[config.mk]
export PLATFORM = sky130hd
export DESIGN_NAME = car_sensor_qualifier
export DESIGN_NICKNAME = d
export VERILOG_FILES = /design/src/rtl/car_sensor_qualifier_pkg.sv /design/src/rtl/car_sensor_qualifier_debouncer.sv /design/src/rtl/car_sensor_qualifier.sv
export SDC_FILE = /design/constraint.sdc
export NUM_CORES = 1
export LEC_CHECK = 0
export CAP_MARGIN = 30
export CORE_MARGIN = 2
export CORE_UTILIZATION = 49
export DETAILED_ROUTE_END_ITERATION = 6
export GPL_TIMING_DRIVEN = 0
export PLACE_DENSITY = 0.74
export SLEW_MARGIN = 30
export SYNTH_ARGS = -nofsm -noshare
export SYNTH_HDL_FRONTEND = slang
export SYNTH_SLANG_ARGS = --single-unit
[constraint.sdc]
create_clock -name clock -period 1.91 [get_ports clock]
set_clock_uncertainty 0.2 [all_clocks]
set_input_delay 0.382 -clock clock [delete_from_list [all_inputs] [get_ports clock]]
set_output_delay 0.382 -clock clock [all_outputs]
set_load 0.1 [all_outputs]
[src/rtl/car_sensor_qualifier_pkg.sv]
// Shared types and constants for the country-road car sensor qualifier.
// Light encodings match the highway/country signal controller.
package car_sensor_qualifier_pkg;

   localparam logic [1:0] RED    = 2'd0;
   localparam logic [1:0] YELLOW = 2'd1;
   localparam logic [1:0] GREEN  = 2'd2;

   typedef enum logic [1:0] {
      IDLE    = 2'd0,
      QUALIFY = 2'd1,
      REQUEST = 2'd2,
      SERVED  = 2'd3
   } qual_state_t;

   localparam int DEF_DEBOUNCE_CYCLES = 4;
   localparam int DEF_MIN_PRESENCE    = 3;

endpackage

[src/rtl/car_sensor_qualifier_debouncer.sv]
// Two-flop synchroniser followed by a stable-sample debounce counter.
// dout changes only after DEBOUNCE_CYCLES consecutive differing samples.
module sensor_debouncer #(
   parameter int DEBOUNCE_CYCLES = 4
) (
   input  logic clock,
   input  logic clear_n,
   input  logic din,
   output logic dout
);

   localparam logic [7:0] DB_LAST = 8'(DEBOUNCE_CYCLES - 1);

   logic       sync_m;
   logic       sync_s;
   logic [7:0] db_cnt;

   always_ff @(posedge clock or negedge clear_n) begin
      if (!clear_n) begin
         sync_m <= 1'b0;
         sync_s <= 1'b0;
      end else begin
         sync_m <= din;
         sync_s <= sync_m;
      end
   end

   always_ff @(posedge clock or negedge clear_n) begin
      if (!clear_n) begin
         db_cnt <= '0;
         dout   <= 1'b0;
      end else if (sync_s == dout) begin
         db_cnt <= '0;
      end else if (db_cnt == DB_LAST) begin
         db_cnt <= '0;
         dout   <= sync_s;
      end else begin
         db_cnt <= db_cnt + 8'd1;
      end
   end

endmodule

[src/rtl/car_sensor_qualifier.sv]
// Qualifies the country-road loop detector into the controller's X input.
// Optional stuck-sensor detection is built when CAR_SENSOR_STUCK_DETECT_EN is defined.
//
// state   | meaning
// IDLE    | no car; waiting for debounced presence
// QUALIFY | presence seen; timing minimum dwell
// REQUEST | request latched, X=1 until country light goes green
// SERVED  | green given; X follows the debounced sensor
module car_sensor_qualifier
   import car_sensor_qualifier_pkg::*;
#(
   parameter int DEBOUNCE_CYCLES = DEF_DEBOUNCE_CYCLES,
   parameter int MIN_PRESENCE    = DEF_MIN_PRESENCE,
   parameter int CNT_W           = 8,
   parameter int STUCK_CYCLES    = 200
) (
   input  logic             clock,
   input  logic             clear_n,
   input  logic             sensor_raw,
   input  logic [1:0]       cntry_light,
   output logic             X,
   output logic [CNT_W-1:0] car_count,
   output logic             sensor_db,
   output logic             stuck_fault
);

   // The edge leaving IDLE already counts as one high sample of the dwell.
   localparam logic [7:0] QUAL_LAST = 8'((MIN_PRESENCE > 1) ? (MIN_PRESENCE - 2) : 0);

   qual_state_t state, next_state;
   logic [7:0]  dwell_cnt;
   logic        x_next;
   logic        count_inc;
   logic        is_green;

   assign is_green = (cntry_light == GREEN);

   sensor_debouncer #(.DEBOUNCE_CYCLES(DEBOUNCE_CYCLES)) u_debouncer (
      .clock   (clock),
      .clear_n (clear_n),
      .din     (sensor_raw),
      .dout    (sensor_db)
   );

`ifdef CAR_SENSOR_STUCK_DETECT_EN
   localparam int SW = $clog2(STUCK_CYCLES + 1);
   localparam logic [SW-1:0] STUCK_LAST = SW'(STUCK_CYCLES - 1);
   logic [SW-1:0] stuck_cnt;

   always_ff @(posedge clock or negedge clear_n) begin
      if (!clear_n) begin
         stuck_cnt   <= '0;
         stuck_fault <= 1'b0;
      end else if (!sensor_db) begin
         stuck_cnt <= '0;
      end else if (stuck_cnt <= STUCK_LAST) begin
         stuck_cnt <= stuck_cnt + 1'b1;
         if (stuck_cnt == STUCK_LAST)
            stuck_fault <= 1'b1;
      end
   end
`else
   assign stuck_fault = 1'b0;
`endif

   always_ff @(posedge clock or negedge clear_n) begin
      if (!clear_n) state <= IDLE;
      else          state <= next_state;
   end

   always_comb begin
      next_state = state;
      case (state)
         IDLE:    if (sensor_db) next_state = QUALIFY;
         QUALIFY: if (!sensor_db) next_state = IDLE;
                  else if (dwell_cnt >= QUAL_LAST) next_state = REQUEST;
         REQUEST: if (is_green) next_state = SERVED;
         SERVED:  if (!is_green) next_state = IDLE;
         default: next_state = IDLE;
      endcase
      if (stuck_fault) next_state = IDLE;
   end

   always_comb begin
      x_next    = 1'b0;
      count_inc = (state == QUALIFY) && (next_state == REQUEST);
      case (next_state)
         REQUEST: x_next = 1'b1;
         SERVED:  x_next = sensor_db;
         default: x_next = 1'b0;
      endcase
   end

   always_ff @(posedge clock or negedge clear_n) begin
      if (!clear_n) begin
         X         <= 1'b0;
         dwell_cnt <= '0;
         car_count <= '0;
      end else begin
         X <= x_next;
         if (state == QUALIFY) dwell_cnt <= dwell_cnt + 8'd1;
         else                  dwell_cnt <= '0;
         if (count_inc && (car_count != {CNT_W{1'b1}}))
            car_count <= car_count + 1'b1;
      end
   end

endmodule
==> results by stage, run 1 <==
Routing:
- The number of DRC violations after detailed-routing iteration 0 is 45.
- Dividing the detail-routed via count by the number of cells gives 5.22.
- The number of iterations in the first detailed-routing pass is 5.
- The detail-routed net length per standard cell is 13.3 um.
- The total routed wirelength is 2460 um.
- The highest metal layer carrying signal wires in the routed design is met4.
- The routed length on met3 is 83 um.
- The wire length on met2 is 1200 um.
- The final route contains 960 vias.
- Once detail routing completed, the nets flagged for antenna violations numbered 0.
- In the routed design, unresolved DRC markers number 0.
- The wire length the detailed router placed on met1 is 1110 um.

Synth:
- The library cell occupying the most area in the post-synthesis netlist is sky130_fd_sc_hd__dfrtp_1.
- Synthesis produced a netlist with a net count of 137.
- The mean instance size in the synthesized netlist is 11.0 um2.
- Among all flip-flop cells after synthesis, the most frequent one is sky130_fd_sc_hd__dfrtp_1.
- The number of register bits inferred by synthesis is 30.
- sky130_fd_sc_hd__dfrtp_1 is the most common cell in the netlist.
- The share of async-settable or async-resettable flops after synthesis is 1.00.
- Counting every instance in the synthesized netlist gives 127.
- The area share of the largest cell type after synthesis is 0.537.
- By area the synthesized netlist is led by sky130_fd_sc_hd__dfrtp_1, sky130_fd_sc_hd__xor2_1, sky130_fd_sc_hd__nor2_1.
- In this run, synthesis inferred 0 flip-flops with an integrated enable.
- Yosys printed 0 warnings.
- Counting distinct cell types in the post-synthesis netlist gives 25.
- Summing every instance area after synthesis gives 0.00140 mm2.
- In the synthesized netlist, the cells that appear most often are sky130_fd_sc_hd__dfrtp_1, sky130_fd_sc_hd__nor2_1, sky130_fd_sc_hd__xor2_1.
- The sequential share of the synthesized area is 0.537.

Placement:
- The detailed placement HPWL is 1680 um.
- Timing analysis after detailed placement gives a worst setup slack of -0.233 ns.
- In this run the tool buffered the top-level ports with 14 buffer cells.
- Including well taps, the total number of placed cells is 172.
- Summing all placed instances gives a cell area of 0.00163 mm2.
- The routability congestion estimate is 0.854.

Timing:
- The setup-violating endpoint count in the final report is 5.
- Timing would allow up to 499 MHz.
- The count of final hold-check violations is 0.
- The number of pins exceeding their max-slew limit in the final report is 0.
- Headroom to the max-slew limit came out at 0.573.
- Setup repair after global routing could not meet its margin everywhere.
- For the pin with the worst max-slew slack, the measured transition is 0.640 ns.
- Subtracting the final worst setup slack from the clock period gives 2.00 ns.
- Once routing completed, OpenROAD measured the worst setup slack at -0.0924 ns.
- The final worst-path cycle share is 1.05.

Setup path:
- For the worst setup path, the data arrival time is 2.01 ns.
- The worst setup path category is reg2reg.
- The startpoint of the worst-slack reg-to-reg timing path is dwell_cnt[0].
- The worst setup path is launched from a flip-flop.
- The critical path required time is 1.92 ns.
- The register-to-register setup slack is -0.09 ns.
- The biggest fanout along the worst timing path is 8.
- The logic depth of the worst register-to-register path is 7.
- The worst setup path is captured at a flip-flop.
- The terminus of the critical flop-to-flop path is car_count[7].

Clock tree:
- The CTS buffer count is 5.
- The clock transition time at the flip-flop clock pins of the worst setup and hold paths is 0.08 ns.
- The deepest level of the CTS H-tree is 2.
- Counting every sink on the clock net gives 30.
- The CTS tree is built.
- No sink is reached through more buffers than the 2 on the longest clock path.
- The latest clock arrival within the worst-skew pair is 0.32 ns.
- The root buffer cell is sky130_fd_sc_hd__clkbuf_4.

Finish:
- The fraction of layout cells with a size suffix above 1 is 0.307.
- The core occupancy in the finished layout is 0.636.
- The number of antenna repair diodes is 0.
- Counting the fill cells in the layout gives 229.
- The post-layout net count is 163.
- The count of non-filler cells in the finished layout is 184.
- The final instance area is 0.00174 mm2.
- Compared with the post-synthesis result, the final layout area differs by 24.3%.

Floorplanning:
- The vertical extent of the die is 57.4 um.
- The die width is 57.4 um.
- The initial utilization of the core area, before any placement, comes to 0.512.
- The core region is 0.00273 mm2.
- The die outline area is 0.00330 mm2.
- The number of core rows is 19.
- 16 I/O pins were placed.

Flow run:
- The tool flagged a number of max-cap violations equal to 0.

Global route:
- The total overflow left after global routing is 0.
- For this run, the total global-route usage over all layers was measured as 0.169.
- Entering global routing, the biggest net connects 31 pins.
- The number of global-route vias before repair is 959.
- The initial antenna violation count is 0.
- The first-pass GRT wire length is 4220 um.

Hold path:
- The classification of the worst-slack hold path is reg2reg.
- The path with the worst hold slack has its endpoint at u_debouncer.sync_s.
- The number of stages on the worst hold path is 0.
- The worst hold path begins at u_debouncer.sync_m.

Pwr:
- The sequential cell fraction of total power is 0.412.
- The standby leakage power is 0.832 nW.
- The internal power consumption is 0.00121 W.
- Of the total power, combinational logic draws 0.433.
- The switching part of the total power is 0.433.
- Summed over all nets, the switching power comes to 0.000926 W.
- The share of total power dissipated in the clock network is 0.156.
- VDD sags by at most 0.00103 V.
- In this run the power density over the cells is 1230 mW/mm2.

Status:
- The checks that failed: negative setup slack.
- The flow ran to the end, but the final reports show violations.
[layout make-up]
class	count	area, um2	share of cell area
plain buffers	3	30.0	0.0173
clock buffers	7	45.0	0.0259
inverters	5	18.8	0.0108
multi-input cells	89	681	0.391
flip-flops and latches	30	777	0.447
well taps	31	38.8	0.0223
repair buffers	19	149	0.0856
[per-stage QoR]
stage | setup TNS [ns] | total power [W] | hold WS, ns
final | -0.236 | 0.00214 | 0.152
after CTS | -0.407 | 0.00213 | 0.154
after global placement | -10.40 | 0.00174 | 0.136
after floorplan | -0.0213 | 0.00156 | -0.114
after detailed placement | -2.56 | 0.00177 | 0.135
after global routing | -0.990 | 0.00227 | 0.166
[worst max-delay path by stage]
stage	startpoint	endpoint	slack [ns]	cells past startpoint
floorplan	dwell_cnt[0]	car_count[7]	-0.02	7
global placement	clear_n	car_count[1]	-0.41	1
detailed placement	u_debouncer.dout	sensor_db	-0.23	1
CTS	dwell_cnt[0]	car_count[7]	-0.11	7
global route	dwell_cnt[0]	car_count[5]	-0.19	7
finish	dwell_cnt[0]	car_count[7]	-0.09	7
[state kept, by name (all words and copies together) (netlist names)]
| register | count |
|---|---|
| state | 2 |
| u_debouncer.dout | 1 |
| car_count | 8 |
| u_debouncer.sync_s | 1 |
| dwell_cnt | 8 |
| u_debouncer.sync_m | 1 |
| u_debouncer.db_cnt | 8 |
| X | 1 |
[power groups by stage]
stage | registers, W | logic [W] | clock network [W]
2_1_floorplan | 0.00119 | 0.000367 | 0
3_3_place_gp | 0.000888 | 0.000851 | 0
3_5_place_dp | 0.000896 | 0.000876 | 0
4_1_cts | 0.000880 | 0.000895 | 0.000351
5_1_grt | 0.000901 | 0.000993 | 0.000377
6_report | 0.000880 | 0.000925 | 0.000333
[layer usage]
metal | GRT usage | up-vias
li1 | - | 476
met1 | 0.207 | 462
met3 | 0.0544 | 7
met4 | 0.0864 | 0
met5 | 0 | -
met2 | 0.266 | 15
[cell usage in the layout, fill, tap and decap left out, types with 2 or more instances in the layout]
cell                              count
sky130_fd_sc_hd__a211o_1              2
sky130_fd_sc_hd__and3_1               5
sky130_fd_sc_hd__buf_2                7
sky130_fd_sc_hd__buf_4                5
sky130_fd_sc_hd__buf_6                2
sky130_fd_sc_hd__clkbuf_1             2
sky130_fd_sc_hd__clkbuf_4             5
sky130_fd_sc_hd__clkdlybuf4s15_2      3
sky130_fd_sc_hd__clkdlybuf4s50_1      3
sky130_fd_sc_hd__dfrtp_1             21
sky130_fd_sc_hd__dfrtp_2              3
sky130_fd_sc_hd__dfrtp_4              6
sky130_fd_sc_hd__ha_1                 3
sky130_fd_sc_hd__inv_1                3
sky130_fd_sc_hd__inv_2                2
sky130_fd_sc_hd__mux2_4               2
sky130_fd_sc_hd__nand2_1             10
sky130_fd_sc_hd__nand2b_1             2
sky130_fd_sc_hd__nand3_1             11
sky130_fd_sc_hd__nor2_1              16
sky130_fd_sc_hd__nor3_1               2
sky130_fd_sc_hd__nor4_4               2
sky130_fd_sc_hd__o21ai_0              2
sky130_fd_sc_hd__xnor2_1              3
sky130_fd_sc_hd__xor2_1              16
[worst max-delay path, stage by stage, from the launching register on]
cell                      delay [ns]
sky130_fd_sc_hd__dfrtp_1        0.42
sky130_fd_sc_hd__inv_2          0.06
sky130_fd_sc_hd__ha_4           0.15
sky130_fd_sc_hd__nor4b_4        0.12
sky130_fd_sc_hd__a211o_1        0.30
sky130_fd_sc_hd__buf_6          0.15
sky130_fd_sc_hd__nor4_4         0.15
sky130_fd_sc_hd__mux2_4         0.33
[logic make-up (layout without fill, tap and decap cells)]
group,Yosys count,after routing,share of synthesized area
AO/OA/AOI/OAI,4,4,0.0197
XOR/XNOR,19,19,0.119
adder cells (fa/ha/maj),5,5,0.0447
buffers and inverters,8,34,0.0349
flip-flops,30,30,0.537
multiplexers,3,3,0.0241
other,1,1,0.00268
AND/OR/NAND/NOR,57,57,0.218
[timing repair]
action	in CTS	in global routing
hold buffers	1	0
hold endpoints to repair	30	0
pin swaps	0	4
gates resized for setup	43	11
setup endpoints to repair	17	11
setup buffers	1	3
No activity file was read; power rests on OpenSTA's default activity.
==> run 2, diff against run 1 <==
--- a/config.mk
+++ b/config.mk
@@ -6,7 +6,6 @@
 export NUM_CORES = 1
 export LEC_CHECK = 0
 export CAP_MARGIN = 30
-export CORE_MARGIN = 2
 export CORE_UTILIZATION = 49
 export DETAILED_ROUTE_END_ITERATION = 6
 export GPL_TIMING_DRIVEN = 0
==> constraint.sdc (replaced) <==
create_clock -name clock -period 1.91 [get_ports clock]
set_clock_uncertainty 0.2 [all_clocks]
set_input_delay 0.382 -clock clock [delete_from_list [all_inputs] [get_ports clock]]
set_output_delay 0.382 -clock clock [all_outputs]
set_load 0.02 [all_outputs]
==> run 2 against run 1 <==
The run still ends with negative setup slack left. Global-route usage rose by 1.8 points. Sequential power fell by 2.5%. Via count rose by 4.1%. Sequential share of layout area fell by 3.3 points. Sequential cell count did not move. Power fell by 11%. Die area fell by 6.8%. Critical path type unchanged. Critical endpoint unchanged. Largest cell class unchanged. Largest power group is now registers.
==> results by stage, run 2 (same netlist as run 1, synthesis figures left out) <==
Placement:
- The number of port buffers is 14.
- The routability congestion estimate is 0.822.
- The detailed placement HPWL is 1710 um.
- In this run, placement finished with an instance count of 172.
- The setup slack at placement is -0.136 ns.

Setup path:
- The data arrival time of the critical path is 1.96 ns.
- The register-to-register setup slack is -0.06 ns.
- In this run the worst path has a maximum fanout of 5.
- For the worst setup path, the data required time is 1.91 ns.
- The worst setup path is of the reg2reg kind.
- The logic depth of the worst register-to-register path is 7.
- In this run the critical register-to-register path is captured at car_count[7].
- In this run the critical register-to-register path is launched from dwell_cnt[0].
- The category of the worst setup path launch point is a flip-flop.
- The kind of capture point of the worst setup path is a flip-flop.

Finish:
- Of the cells placed in the final design, the portion with a size suffix greater than 1 is 0.236.
- The count of non-filler cells in the finished layout is 188.
- The library cells used most frequently in the layout, excluding fill and tap cells, are sky130_fd_sc_hd__dfrtp_1, sky130_fd_sc_hd__xor2_1, sky130_fd_sc_hd__nor2_1.
- The total of fill cells in the finished design is 212.
- Compared with the post-synthesis result, the final layout area differs by 29.6%.
- The most frequent standard cell in the layout excluding fill and tap cells is sky130_fd_sc_hd__dfrtp_1.
- The core occupancy in the finished layout is 0.663.
- The post-layout net count is 167.
- In the final layout, the registers with the most flip-flops are car_count x8, dwell_cnt x8, u_debouncer.db_cnt x8.
- The number of antenna repair diodes is 0.

Timing:
- The number of pins exceeding their max-slew limit in the final report came to 0.
- Based on the critical path, the design can be clocked at up to 508 MHz.
- Headroom to the max-slew limit came out at 0.565.
- The count of final hold-check violations is 0.
- The final worst-path cycle share is 1.03.
- Setup repair after global routing could not meet its margin everywhere.
- The slew of the pin with the lowest slew margin is 0.652 ns.
- The least setup slack across all paths after layout is -0.0590 ns.
- Setup violations remaining at the end of the flow were counted as 4.
- For the finished layout, the period the worst path requires is 1.97 ns.
- Hold timing on the final database bottoms out at a slack of 0.168 ns.

Global route:
- The first-pass GRT wire length is 4460 um.
- The maximum number of pins on one net before global-route repair is 31.
- The total grt overflow is 0.
- The initial antenna violation count is 0.
- For this run, the total global-route usage over all layers was measured as 0.187.
- The number of global-route vias before repair is 1027.

Flow run:
- The tool flagged a number of max-cap violations equal to 0.

Pwr:
- IR analysis of the VDD net gives a maximum drop of 0.000907 V.
- Total power for the finished layout comes to 0.00190 W.
- The total power divided by cell area is 1050 mW/mm2.
- The standby leakage power is 0.908 nW.

Hold path:
- In this run the most critical hold path is launched from u_debouncer.sync_m.
- The number of stages on the worst hold path is 0.
- The worst hold endpoint is u_debouncer.sync_s.
- In this run the worst hold path is classified as reg2reg.

Clock tree:
- TritonCTS built the clock tree.
- The H-tree generated during clock tree synthesis spans 2 levels.
- The root buffer cell is sky130_fd_sc_hd__clkbuf_4.
- The clock transition time at the flip-flop clock pins of the worst setup and hold paths is 0.08 ns.
- The clock passes through at most 2 buffers.
- The TritonCTS sink count is 30.
- The CTS buffer count is 5.
- The latest clock arrival within the worst-skew pair is 0.31 ns.

Floorplanning:
- The I/O pin count is 16.
- From left edge to right edge, the die measures 55.4 um.
- The floorplan core area is 0.00273 mm2.
- From bottom edge to top edge, the die measures 55.4 um.
- The floorplan step defined a die boundary enclosing 0.00307 mm2.
- The number of core rows is 19.
- The initial standard-cell utilization of the core is 0.512.

Routing:
- For this run, the detailed router's first-pass iteration total came to 4.
- Dividing the detail-routed wire length by the instance count gives 14.4 um.
- The detailed router placed 999 vias in this run.
- In this run the remaining antenna-violating nets after routing total 0.
- The total routed wirelength is 2710 um.
- The number of DRC violations after detailed-routing iteration 0 is 39.
- After detailed routing, the number of remaining DRC violations is 0.
- The detailed-route vias per instance is 5.31.

Status:
- The final reports fail on negative setup slack.
- The run finished, with violations left.
==> run 2: cell types whose count changed in the layout (fill, tap and decap cells not counted), sizes merged <==
cell / previous run / this run
buf: 14 / 12
dlygate4sd2: 0 / 9
clkdlybuf4s18: 1 / 0
clkdlybuf4s15: 3 / 0
clkdlybuf4s50: 3 / 4
clkinv: 0 / 2
clkbuf: 7 / 5
==> run 2: how the worst max path moves through the flow <==
stage	endpoint	startpoint	slack, ns
after CTS	car_count[7]	dwell_cnt[0]	-0.06
final	car_count[7]	dwell_cnt[0]	-0.06
after floorplan	car_count[7]	dwell_cnt[0]	-0.01
after detailed placement	car_count[7]	dwell_cnt[0]	-0.14
after global placement	dwell_cnt[5]	clear_n	-0.21
after global routing	car_count[7]	dwell_cnt[0]	-0.13
==> run 2: metrics by stage <==
stage                     instance area [um2]  setup TNS [ns]
final                                    1810         -0.0999
after global routing                     1810          -0.457
after CTS                                1690          -0.172
after detailed placement                 1590          -0.487
after global placement                   1600           -6.40
after floorplan                          1420         -0.0197
==> run 2: worst max-delay path, cell delays in order, from the launching register on <==
cell and delay, ns:
sky130_fd_sc_hd__dfrtp_1 0.41, sky130_fd_sc_hd__buf_4 0.15, sky130_fd_sc_hd__ha_4 0.16, sky130_fd_sc_hd__nor4b_4 0.23
sky130_fd_sc_hd__a211o_1 0.20, sky130_fd_sc_hd__buf_6 0.16, sky130_fd_sc_hd__nor4_4 0.04, sky130_fd_sc_hd__mux2_4 0.31
==> run 2: where the power goes <==
group	leakage (nW)	internal [W]	switching [W]
Sequential	0.403	0.000741	0.000117
Combinational	0.475	0.000356	0.000360
Clock	0.0308	0.000132	0.000198
==> run 2: routing by layer <==
metal	share of wire	wire, um	GRT usage
met5	0	0	0
met1	0.44	1200	0.238
met2	0.52	1400	0.303
met3	0.034	92	0.0492
met4	0.0063	17	0.0750
==> run 2: final cells by class <==
cell class,instances,area [um2],share of cell area
inverters,5,18.8,0.0104
plain buffers,3,30.0,0.0166
multi-input cells,89,708,0.391
flip-flops and latches,30,751,0.414
repair buffers,23,219,0.121
clock inverters,2,10.0,0.00552
clock buffers,5,37.5,0.0207
well taps,31,38.8,0.0214
==> run 2: timing repair <==
action | CTS | global route
gates cloned | 1 | 0
endpoints found under the hold margin | 30 | 0
pin swaps | 2 | 5
hold buffers | 1 | 0
resized for setup | 13 | 12
endpoints found under the setup margin | 14 | 8
buffers inserted | 3 | 5
